==> src/rtl/stopwatch_ctrl.sv <==
// Stopwatch control: start/stop/lap/clear FSM over a BCD mm:ss.cc counter clocked by 100 Hz tick edges.
// Events act on the clock edge that sees them; display is combinational from registers; no backpressure.
module stopwatch_ctrl #(
  parameter int MIN_MAX = 59
) (
  input  logic       clk_50mhz,
  input  logic       rst,
  input  logic       clk_100hz,
  input  logic       btn_start,
  input  logic       btn_lap,
  input  logic       btn_clear,
  output logic       div_rst,
  output logic [7:0] disp_min,
  output logic [7:0] disp_sec,
  output logic [7:0] disp_cs,
  output logic [1:0] state,
  output logic       wrap
);

  typedef enum logic [1:0] {
    IDLE  = 2'b00,
    RUN   = 2'b01,
    PAUSE = 2'b10,
    LAP   = 2'b11
  } state_t;

  localparam logic [7:0] MIN_TOP = {4'(MIN_MAX / 10), 4'(MIN_MAX % 10)};

  state_t     cur_state, nxt_state;
  logic       armed;
  logic       start_q, lap_q, clear_q, tick_q;
  logic       start_ev, lap_ev, clear_ev, tick_ev;
  logic       count_en, clr_en, lap_entry, at_top;
  logic [7:0] live_min, live_sec, live_cs;
  logic [7:0] lap_min, lap_sec, lap_cs;
  logic [7:0] inc_min, inc_sec, inc_cs;

  // armed stays low for the first edge after reset so a level already high is absorbed, not seen as an edge
  assign start_ev = armed & btn_start & ~start_q;
  assign lap_ev   = armed & btn_lap   & ~lap_q;
  assign clear_ev = armed & btn_clear & ~clear_q;
  assign tick_ev  = armed & clk_100hz & ~tick_q;

  always_ff @(posedge clk_50mhz or negedge rst) begin
    if (!rst) begin
      armed   <= 1'b0;
      start_q <= 1'b0;
      lap_q   <= 1'b0;
      clear_q <= 1'b0;
      tick_q  <= 1'b0;
    end else begin
      armed   <= 1'b1;
      start_q <= btn_start;
      lap_q   <= btn_lap;
      clear_q <= btn_clear;
      tick_q  <= clk_100hz;
    end
  end

  always_ff @(posedge clk_50mhz or negedge rst) begin
    if (!rst) cur_state <= IDLE;
    else      cur_state <= nxt_state;
  end

  always_comb begin
    nxt_state = cur_state;
    div_rst   = 1'b0;
    case (cur_state)
      IDLE: begin
        div_rst = 1'b1;
        if (!clear_ev && start_ev) nxt_state = RUN;
      end
      RUN: begin
        if (start_ev)    nxt_state = PAUSE;
        else if (lap_ev) nxt_state = LAP;
      end
      LAP: begin
        if (start_ev)    nxt_state = PAUSE;
        else if (lap_ev) nxt_state = RUN;
      end
      PAUSE: begin
        div_rst = 1'b1;
        if (clear_ev)      nxt_state = IDLE;
        else if (start_ev) nxt_state = RUN;
      end
      default: nxt_state = IDLE;
    endcase
  end

  assign count_en  = tick_ev & ((cur_state == RUN) | (cur_state == LAP));
  assign clr_en    = clear_ev & ((cur_state == IDLE) | (cur_state == PAUSE));
  assign lap_entry = (cur_state == RUN) & (nxt_state == LAP);

  // BCD ripple: each digit carries only when every lower digit is at its terminal value
  always_comb begin
    inc_cs = live_cs;
    inc_sec = live_sec;
    inc_min = live_min;
    at_top = 1'b0;
    if (live_cs[3:0] != 4'd9) begin
      inc_cs[3:0] = live_cs[3:0] + 4'd1;
    end else if (live_cs[7:4] != 4'd9) begin
      inc_cs = {live_cs[7:4] + 4'd1, 4'd0};
    end else begin
      inc_cs = 8'h00;
      if (live_sec[3:0] != 4'd9) begin
        inc_sec[3:0] = live_sec[3:0] + 4'd1;
      end else if (live_sec[7:4] != 4'd5) begin
        inc_sec = {live_sec[7:4] + 4'd1, 4'd0};
      end else begin
        inc_sec = 8'h00;
        if (live_min == MIN_TOP) begin
          inc_min = 8'h00;
          at_top  = 1'b1;
        end else if (live_min[3:0] != 4'd9) begin
          inc_min[3:0] = live_min[3:0] + 4'd1;
        end else begin
          inc_min = {live_min[7:4] + 4'd1, 4'd0};
        end
      end
    end
  end

  always_ff @(posedge clk_50mhz or negedge rst) begin
    if (!rst) begin
      live_min <= 8'h00;
      live_sec <= 8'h00;
      live_cs  <= 8'h00;
      lap_min  <= 8'h00;
      lap_sec  <= 8'h00;
      lap_cs   <= 8'h00;
      wrap     <= 1'b0;
    end else begin
      wrap <= count_en & at_top;
      if (clr_en) begin
        live_min <= 8'h00;
        live_sec <= 8'h00;
        live_cs  <= 8'h00;
        lap_min  <= 8'h00;
        lap_sec  <= 8'h00;
        lap_cs   <= 8'h00;
      end else begin
        if (count_en) begin
          live_min <= inc_min;
          live_sec <= inc_sec;
          live_cs  <= inc_cs;
        end
        // the latch captures the time including a tick counted on the same edge
        if (lap_entry) begin
          lap_min <= count_en ? inc_min : live_min;
          lap_sec <= count_en ? inc_sec : live_sec;
          lap_cs  <= count_en ? inc_cs  : live_cs;
        end
      end
    end
  end

  assign state    = cur_state;
  assign disp_min = (cur_state == LAP) ? lap_min : live_min;
  assign disp_sec = (cur_state == LAP) ? lap_sec : live_sec;
  assign disp_cs  = (cur_state == LAP) ? lap_cs  : live_cs;

endmodule

==> config.mk <==
export PLATFORM = sky130hd
export DESIGN_NAME = stopwatch_ctrl
export DESIGN_NICKNAME = d
export VERILOG_FILES = /design/src/rtl/stopwatch_ctrl.sv
export SDC_FILE = /design/constraint.sdc
export NUM_CORES = 1
export LEC_CHECK = 0
export ABC_AREA = 1
export CAP_MARGIN = 15
export CORE_ASPECT_RATIO = 0.75
export CORE_MARGIN = 2
export CORE_UTILIZATION = 50
export DETAILED_ROUTE_END_ITERATION = 10
export PLACE_DENSITY = 0.82
export REMOVE_ABC_BUFFERS = 1
export SLEW_MARGIN = 20
export SYNTH_ARGS = -nofsm -noshare
export SYNTH_HDL_FRONTEND = slang
export SYNTH_SLANG_ARGS = --single-unit
==> constraint.sdc <==
create_clock -name clk_50mhz -period 2.1 [get_ports clk_50mhz]
set_input_delay 0.315 -clock clk_50mhz [delete_from_list [all_inputs] [get_ports clk_50mhz]]
set_output_delay 0.315 -clock clk_50mhz [all_outputs]
set_load 0.05 [all_outputs]
==> flow_summary.toml, run 1 <==
[placed_design]
dpl_cell_area_sq_um = 3770
portBuffers = 33
post-dp-hpwl_um = 5130
place_congestion = 0.891
post-place-cells = 517

[logic_synthesis]
avgSynthCellArea_sq_um = 7.50
syn_area_sq_um = 3080
ys_types = 28
synth_top_cell_by_area = "dfrtp_1"
synth_warnings = 0
syn_inst = 410
yosysTopAreaCellShare_pct = 45.6
netlist_top_cells_area = "dfrtp_1 46%, nand2_1 13%, nor2_1 6.6%"
async_flop_share_pct = 100
ys_top_cells_by_count = "110 x nand2_1, 56 x dfrtp_1, 54 x nor2_1"
synth_seq_cells = 56
synth-main-ff-cell = "dfrtp_1"
synth_edf_count = 0
ys_seq_area_share_pct = 45.6
yosysMostFrequentCell = "nand2_1"

[worst_setup_path]
path_class = "flip-flop to output pin"
cp-startpoint = "state[0]"
r2r-start = "live_sec[5]"
critPathMaxFanout = 5
worstRegToRegCells = 9
worstPathRequired_ns = 1.78
end_kind = "output pin"
arrival_ns = 1.74
start_kind = "flip-flop"

[detailed_routing]
drt_first_pass_iters = 5
dr_total_vias = 2830
wl_per_cell_um = 13.6
detail-route-antenna-nets = 0
vias_per_cell = 5.39
drt_wl_total_um = 7120
drtIter0Drc = 263
drc_errors = 0

[clock_network]
root_buffer = "clkbuf_8"
cts_buffer_depth = 2
clock_latency_ns = 0.32
ctsResizeCount = 0
clock_sinks = 56
path_clk_slew_ns = 0.11
hold_buffers = 0
post-cts-setup-buffers = 0
numCtsBuffers = 5
h-tree-depth = 2
tritoncts = "yes"

[layout]
synthToLayoutAreaGrowth_pct = 26.3
nNetsFinal = 460
final_layout_size_suffix_gt1_share_pct = 14.1
antenna_cells = 0
finalInstanceArea_sq_um = 3880
final_cell_count_no_fill = 525

[die]
fp-row-count = 24
die_w_um = 94.6
die_area_sq_um = 6800
start_util_pct = 52.3
fp.dieH_um = 71.9
io_pins = 34
fp.coreArea_sq_um = 5890

[global_routing]
grt_pass1_wl_um = 12200
grt_max_degree = 50
grt_use_total_pct = 22.8
antenna_found_initial = 0
grt_pass1_vias = 2716
gr-total-overflow = 0

[sta]
maxSlewHeadroom_pct = 52.9
min_period_over_period_pct = 97.8
worstMarginPinSlew_ns = 0.706
hold_viol_final = 0
setup_viol = 0
fin_crit_ns = 2.05
finalMaxSlewViolations = 0
clock_skew_ns = 0.0104
fmax_ghz = 0.487
rsz0062_at_grt = "no"

[status]
status = "finished, final reports clean"

[power]
p_leak_nw = 1.89
peakVddDrop_v = 0.000836
p_per_area_nw_per_um2 = 1220

[job]
drv_cap = 0

[min_path]
hold_class = "input port to asynchronous set/reset pin"
==> cell families (layout without fill, tap and decap cells) <==
kind of cell	count (synthesis)	count (layout)	share of synthesized area, %
adders and majority gates	8	8	3.25
AOI/OAI and AO/OA	50	50	8.67
xor gates and xnor gates	3	3	0.855
other	1	1	0.122
DFF	56	56	45.6
buffers and inverters	59	96	7.77
and+or+nand+nor	233	233	33.8
==> cell usage in the layout, fill, tap and decap left out, types with 4 or more instances in the layout <==
cell and count:
ha_1 8, clkbuf_8 5, dfrtp_1 56, clkdlybuf4s50_1 8, nand2_1 110, and3_1 5
a21oi_1 23, nor2_2 4, nor2_4 5, nand4_1 13, o21ai_0 21, inv_1 44
nand2_2 5, nor2_1 54, buf_12 27, nand3_1 30, buf_4 5
==> worst max-delay path, cell delays in order, from the launching register on <==
cell	delay, ns
dfrtp_1	0.46
inv_2	0.14
clkdlybuf4s50_1	0.82
==> registers in the layout (all words and copies together) (netlist names) <==
signal and flops:
lap_cs 8, clear_q 1, lap_sec 8, live_sec 8, lap_q 1, state 2, start_q 1, live_min 8
armed 1, lap_min 8, tick_q 1, wrap 1, live_cs 8
==> power breakdown <==
| group | internal, mW | switching [mW] | total [mW] |
|---|---|---|---|
| Combinational | 1.03 | 1.48 | 2.51 |
| Sequential | 1.34 | 0.176 | 1.51 |
| Clock | 0.354 | 0.366 | 0.719 |
==> per-stage QoR <==
stage	total power [mW]	util, %	hold slack (ns)	worst slack [ns]	setup TNS, ns
5_1_grt	4.98	66.0	0.0852	0.00974	0
6_report	4.74	66.0	0.0407	0.0454	0
3_3_place_gp	3.99	64.1	0.394	0.135	0
2_1_floorplan	2.87	-	0.0194	-0.973	-20.04
3_5_place_dp	4.05	64.1	0.403	0.0318	0
4_1_cts	4.77	66.0	0.0568	0.0394	0
==> cell type report <==
| class | instances | area [sq um] |
|---|---|---|
| clock buffer | 5 | 68.8 |
| clock inverter | 3 | 42.5 |
| fill | 478 | 2000 |
| inverter | 47 | 176 |
| multi-input combinational | 295 | 1440 |
| sequential | 56 | 1400 |
| tap | 78 | 97.6 |
| timing repair buffer | 41 | 663 |
==> routing by layer <==
layer	share of wire [%]	track usage, %	vias up
met4	1.9	7.57	0
met3	6.8	3.43	16
met2	46	37.0	108
li1	-	-	1381
met5	0	0	-
met1	45	32.0	1325
==> final timing paths <==
| kind | slack, ns | end |
|---|---|---|
| max in group asynchronous | 1.49 | lap_cs[1] |
| setup reg to reg | 0.34 | lap_min[7] |
| hold reg to reg | 0.49 | lap_min[5] |
| hold / removal | 0.04 | lap_cs[3] |
| setup / recovery | 0.05 | div_rst |
| min in group clk_50mhz | 0.45 | start_q |
No activity file was read; power rests on OpenSTA's default activity.
==> run 2: changes to the inputs <==
Settings changed: CORE_UTILIZATION 50 to 25, PLACE_DENSITY 0.82 to 0.53, SETUP_SLACK_MARGIN set to 0.5.
Clock period 2.1 ns to 1.75 ns, I/O delays scaled along.
==> flow_summary.toml, run 2 (synthesis gave the netlist of run 1 again) <==
[layout]
antenna_cells = 0
final_layout_size_suffix_gt1_share_pct = 47.1
fillers = 1148
synthToLayoutAreaGrowth_pct = 73.3
nNetsFinal = 511
finalInstanceArea_sq_um = 5330
final_cell_mix = "81 x nand2_1, 54 x dfrtp_1, 40 x inv_1"
final_common_cell = "nand2_1"

[die]
fp.dieH_um = 100
start_util_pct = 25.4
fp-row-count = 35
fp.coreArea_sq_um = 12100
die_area_sq_um = 13200
die_w_um = 132
io_pins = 34

[detailed_routing]
drtIter0Drc = 127
drt_wl_total_um = 9520
dr_total_vias = 3013
drc_errors = 0
drt_first_pass_iters = 4
wl_per_cell_um = 14.4
vias_per_cell = 4.54
detail-route-antenna-nets = 0

[sta]
min_period_over_period_pct = 98.4
clock_skew_ns = 0.00302
totalNegativeSetupSlack_ns = 0
finalWorstSetupSlack_ns = 0.0275
setup_viol = 0
finalMaxSlewViolations = 0
fin_crit_ns = 1.72
rsz0062_at_grt = "yes"
hold_viol_final = 0
fmax_ghz = 0.581

[power]
fin_total_pwr_mw = 7.06
p_per_area_nw_per_um2 = 1320
peakVddDrop_v = 0.000708
p_int_mw = 4.04
clkPwrFrac_pct = 15.2
p_leak_nw = 2.35
seq_power_share_pct = 26.1
p_comb_share_pct = 58.7
switching_share_pct = 42.8
p_sw_mw = 3.02

[clock_network]
root_buffer = "clkbuf_16"
tritoncts = "yes"
h-tree-depth = 2
numCtsBuffers = 5
clock_sinks = 56
clock_latency_ns = 0.30
path_clk_slew_ns = 0.07
cts_buffer_depth = 2

[worst_setup_path]
path_class = "flip-flop to output pin"
worstPathRequired_ns = 1.49
start_kind = "flip-flop"
critPathMaxFanout = 14
arrival_ns = 1.46
end_kind = "output pin"

[global_routing]
grt_pass1_wl_um = 14900
grt_max_degree = 39
grt-busiest-layer = "met2"
use_met1_pct = 20.0
grt_use_total_pct = 14.2
antenna_found_initial = 0
gr-total-overflow = 0
use_met2_pct = 22.8
grtUsageMet3_pct = 2.98
grt_pass1_vias = 2911

[placed_design]
dp_slack_ns = -0.233
dpl_cell_area_sq_um = 4020
portBuffers = 33
post-dp-hpwl_um = 5900
place_congestion = 0.810

[min_path]
hold_class = "input port to flip-flop"

[status]
status = "finished, final reports clean"

[job]
drv_cap = 0
## run 2: area by class of cell
type / instances / area (sq um) / area share (%)
timing repair buffer: 91 / 1210 / 22.8
clock buffer: 7 / 153 / 2.86
tap: 166 / 208 / 3.90
inverter: 47 / 191 / 3.59
multi-input combinational: 296 / 2160 / 40.5
sequential: 56 / 1400 / 26.3
## run 2: worst max-delay path, cell delays in order, from the launching register on
cell and delay, ns:
dfrtp_1 0.42, nand2_4 0.19, buf_12 0.18, nor2_2 0.05, a21oi_4 0.16, buf_12 0.16
## run 2: worst paths after layout
path / slack (ns) / startpoint / cells past startpoint / end
max reg2reg: 0.06 / state[0] / 10 / live_min[1]
min reg2reg: 0.48 / lap_min[6] / 2 / lap_min[6]
max in group asynchronous: 0.71 / rst / 3 / lap_min[0]
min: 0.43 / btn_lap / 1 / lap_q
min in group asynchronous: 0.46 / rst / 2 / lap_cs[5]
max: 0.03 / state[0] / 5 / disp_sec[6]
## run 2: through the flow
stage / cells / hold WS (ns) / util [%]
after floorplan: 398 / -0.0331 / -
after global placement: 624 / 0.246 / 33.1
after detailed placement: 624 / 0.254 / 33.1
after CTS: 648 / 0.423 / 38.9
after global routing: 663 / 0.432 / 43.9
final: 663 / 0.426 / 43.9
## run 2: power groups by stage
stage	sequential, mW	combinational (mW)	clock [mW]
floorplan	1.84	1.61	0
global placement	1.82	3.10	0
detailed placement	1.82	3.12	0
CTS	1.80	3.69	1.09
global route	1.89	4.39	1.15
finish	1.85	4.14	1.07
## run 2: metal layers
layer / up-vias / part of all wire [%]
met5: - / 0
met4: 0 / 1.1
met3: 11 / 4.9
met2: 60 / 48
met1: 1452 / 46
li1: 1490 / -
## run 2: timing repair
action	CTS	global route
endpoints found under the setup margin	74	76
resized for setup	106	118
setup buffers	13	14
gates cloned	3	1
hold buffers	1	0
pin swaps	19	49
hold endpoints to repair	18	0
==> run 3: changes to the inputs <==
Settings changed: CTS_BUF_LIST set to sky130_fd_sc_hd__clkbuf_4 sky130_fd_sc_hd__clkbuf_8 sky130_fd_sc_hd__clkbuf_16, CTS_CLUSTER_DIAMETER set to 120, PLACE_DENSITY 0.53 to 0.52.
Clock period 1.75 ns to 1.6 ns, I/O delays scaled along.
==> flow_summary.toml, run 3 (synthesis gave the netlist of run 1 again) <==
[status]
status = "complete, but fails checks"
violations = "negative setup slack"

[global_routing]
gr-total-overflow = 0
grt_use_total_pct = 15.4
grt_pass1_wl_um = 16000
grt_pass1_vias = 3103
antenna_found_initial = 0
grt_max_degree = 57

[placed_design]
portBuffers = 33
dpl_cell_area_sq_um = 4120
post-place-cells = 635
post-dp-hpwl_um = 5660
place_congestion = 0.854

[detailed_routing]
dr_total_vias = 3142
drt_wl_total_um = 10600
drc_errors = 0
vias_per_cell = 4.65
drtIter0Drc = 155
wl_per_cell_um = 15.7
detail-route-antenna-nets = 0
drt_first_pass_iters = 4

[power]
switching_share_pct = 43.3
clkPwrFrac_pct = 14.9
peakVddDrop_v = 0.000815
p_comb_share_pct = 59.0
p_sw_mw = 3.40
seq_power_share_pct = 26.2
p_per_area_nw_per_um2 = 1410
p_int_mw = 4.46
p_leak_nw = 2.46

[min_path]
min_delay_worst_endpoint = "lap_q"
hold_class = "input port to flip-flop"
hold_depth = 1
min_from = "btn_lap"

[die]
die_w_um = 132
fp.dieH_um = 100
die_area_sq_um = 13200
fp-row-count = 35
start_util_pct = 25.4
fp.coreArea_sq_um = 12100
io_pins = 34

[clock_network]
h-tree-depth = 2
numCtsBuffers = 5
path_clk_slew_ns = 0.07
tritoncts = "yes"
clock_latency_ns = 0.31
cts_buffer_depth = 2
clock_sinks = 56
root_buffer = "clkbuf_16"

[worst_setup_path]
reg2reg_slack_ns = -0.04
arrival_ns = 1.48
worstRegToRegCells = 9
end_kind = "output pin"
slowest_stage = "dfrtp_2"
cp_cell_sequence = "nand2_8 -> buf_12 -> nor2_4 -> a21oi_4 -> buf_6 -> buf_12"
path_class = "flip-flop to output pin"
r2r-start = "state[0]"
worstReg2RegEnd = "lap_min[3]"
start_kind = "flip-flop"
worstPathRequired_ns = 1.36
max_stage_delay_ns = 0.45
crit_top_cell = "buf_12"
critPathMaxFanout = 7

[sta]
rsz0062_at_grt = "yes"
finalWorstSetupSlack_ns = -0.122
totalNegativeSetupSlack_ns = -1.62
fmax_ghz = 0.581
clock_skew_ns = 0.0125
hold_viol_final = 0
finalMaxSlewViolations = 0
holdWs_ns = 0.392
min_period_over_period_pct = 108
setup_viol = 34
fin_crit_ns = 1.72

[layout]
nNetsFinal = 522
finalInstanceArea_sq_um = 5580
ff_latch_area_sq_um = 1410
multi_input_area_sq_um = 2240
final_common_cell = "nand2_1"
postLayoutCoreUtil_pct = 46.0
fillers = 1115
final_cell_count_no_fill = 675
antenna_cells = 0
final_cell_mix = "70 x nand2_1, 52 x dfrtp_1, 37 x inv_1"
synthToLayoutAreaGrowth_pct = 81.5
final_layout_size_suffix_gt1_share_pct = 52.3

[job]
drv_cap = 0
[run 3: changes by cell type in the layout (fill, tap and decap cells not counted), moves of 5 or more]
| cell | before | now |
|---|---|---|
| nand2_1 | 81 | 70 |
| nor2_4 | 14 | 24 |
| nor2_2 | 21 | 13 |
| nand2_2 | 24 | 31 |
| nand3_1 | 14 | 9 |
| nand3_2 | 12 | 17 |
| o21ai_2 | 8 | 13 |
| o21ai_4 | 7 | 2 |
[run 3: cell type report]
cell class,count,share of cell area [%]
clock buffers,6,2.49
clock inverters,2,0.179
inverters,47,3.56
multi-input cells,296,40.1
flip-flops and latches,56,25.2
well taps,166,3.72
repair buffers,100,24.5
repair inverters,2,0.224
[run 3: worst max-delay path, delay by kind of cell (launching register included)]
kind / cells / cell delay [ns]
flip-flops: 1 / 0.45
buffers and inverters: 3 / 0.39
AO/OA/AOI/OAI: 1 / 0.13
AND/OR/NAND/NOR: 2 / 0.19
[run 3: power by group through the flow]
stage / logic (mW) / clock network (mW) / registers [mW]
after floorplan: 1.76 / 0 / 2.02
after global placement: 3.43 / 0 / 1.99
after detailed placement: 3.45 / 0 / 2.00
after CTS: 4.29 / 1.17 / 1.99
after global routing: 4.89 / 1.24 / 2.10
final: 4.63 / 1.17 / 2.06
[run 3: worst max path at each step]
stage | start | depth (start not counted) | slack [ns] | endpoint
2_1_floorplan | state[0] | 2 | -1.40 | disp_cs[0]
3_3_place_gp | clk_100hz | 9 | -0.24 | lap_sec[0]
3_5_place_dp | clk_100hz | 10 | -0.29 | lap_min[6]
4_1_cts | state[1] | 6 | -0.12 | disp_sec[6]
5_1_grt | state[0] | 6 | -0.17 | disp_sec[6]
6_report | state[0] | 6 | -0.12 | disp_sec[6]
[run 3: metal layers]
metal / track usage, % / share of wire (%) / up-vias
met5: 0 / 0 / -
met2: 24.6 / 48 / 62
li1: - / - / 1532
met1: 21.5 / 46 / 1530
met3: 2.53 / 4.0 / 18
met4: 4.93 / 2.0 / 0
[run 3: what timing repair did]
action | in CTS | in global routing
buffers inserted | 10 | 13
hold buffers | 1 | 0
gates resized for setup | 141 | 122
gates cloned | 6 | 2
endpoints found under the setup margin | 79 | 79
pin swaps | 42 | 60
hold endpoints to repair | 56 | 0
[run 3: stage by stage]
| stage | worst slack, ns | power, mW |
|---|---|---|
| 2_1_floorplan | -1.40 | 3.77 |
| 3_3_place_gp | -0.241 | 5.42 |
| 3_5_place_dp | -0.294 | 5.45 |
| 4_1_cts | -0.119 | 7.46 |
| 5_1_grt | -0.170 | 8.23 |
| 6_report | -0.122 | 7.86 |
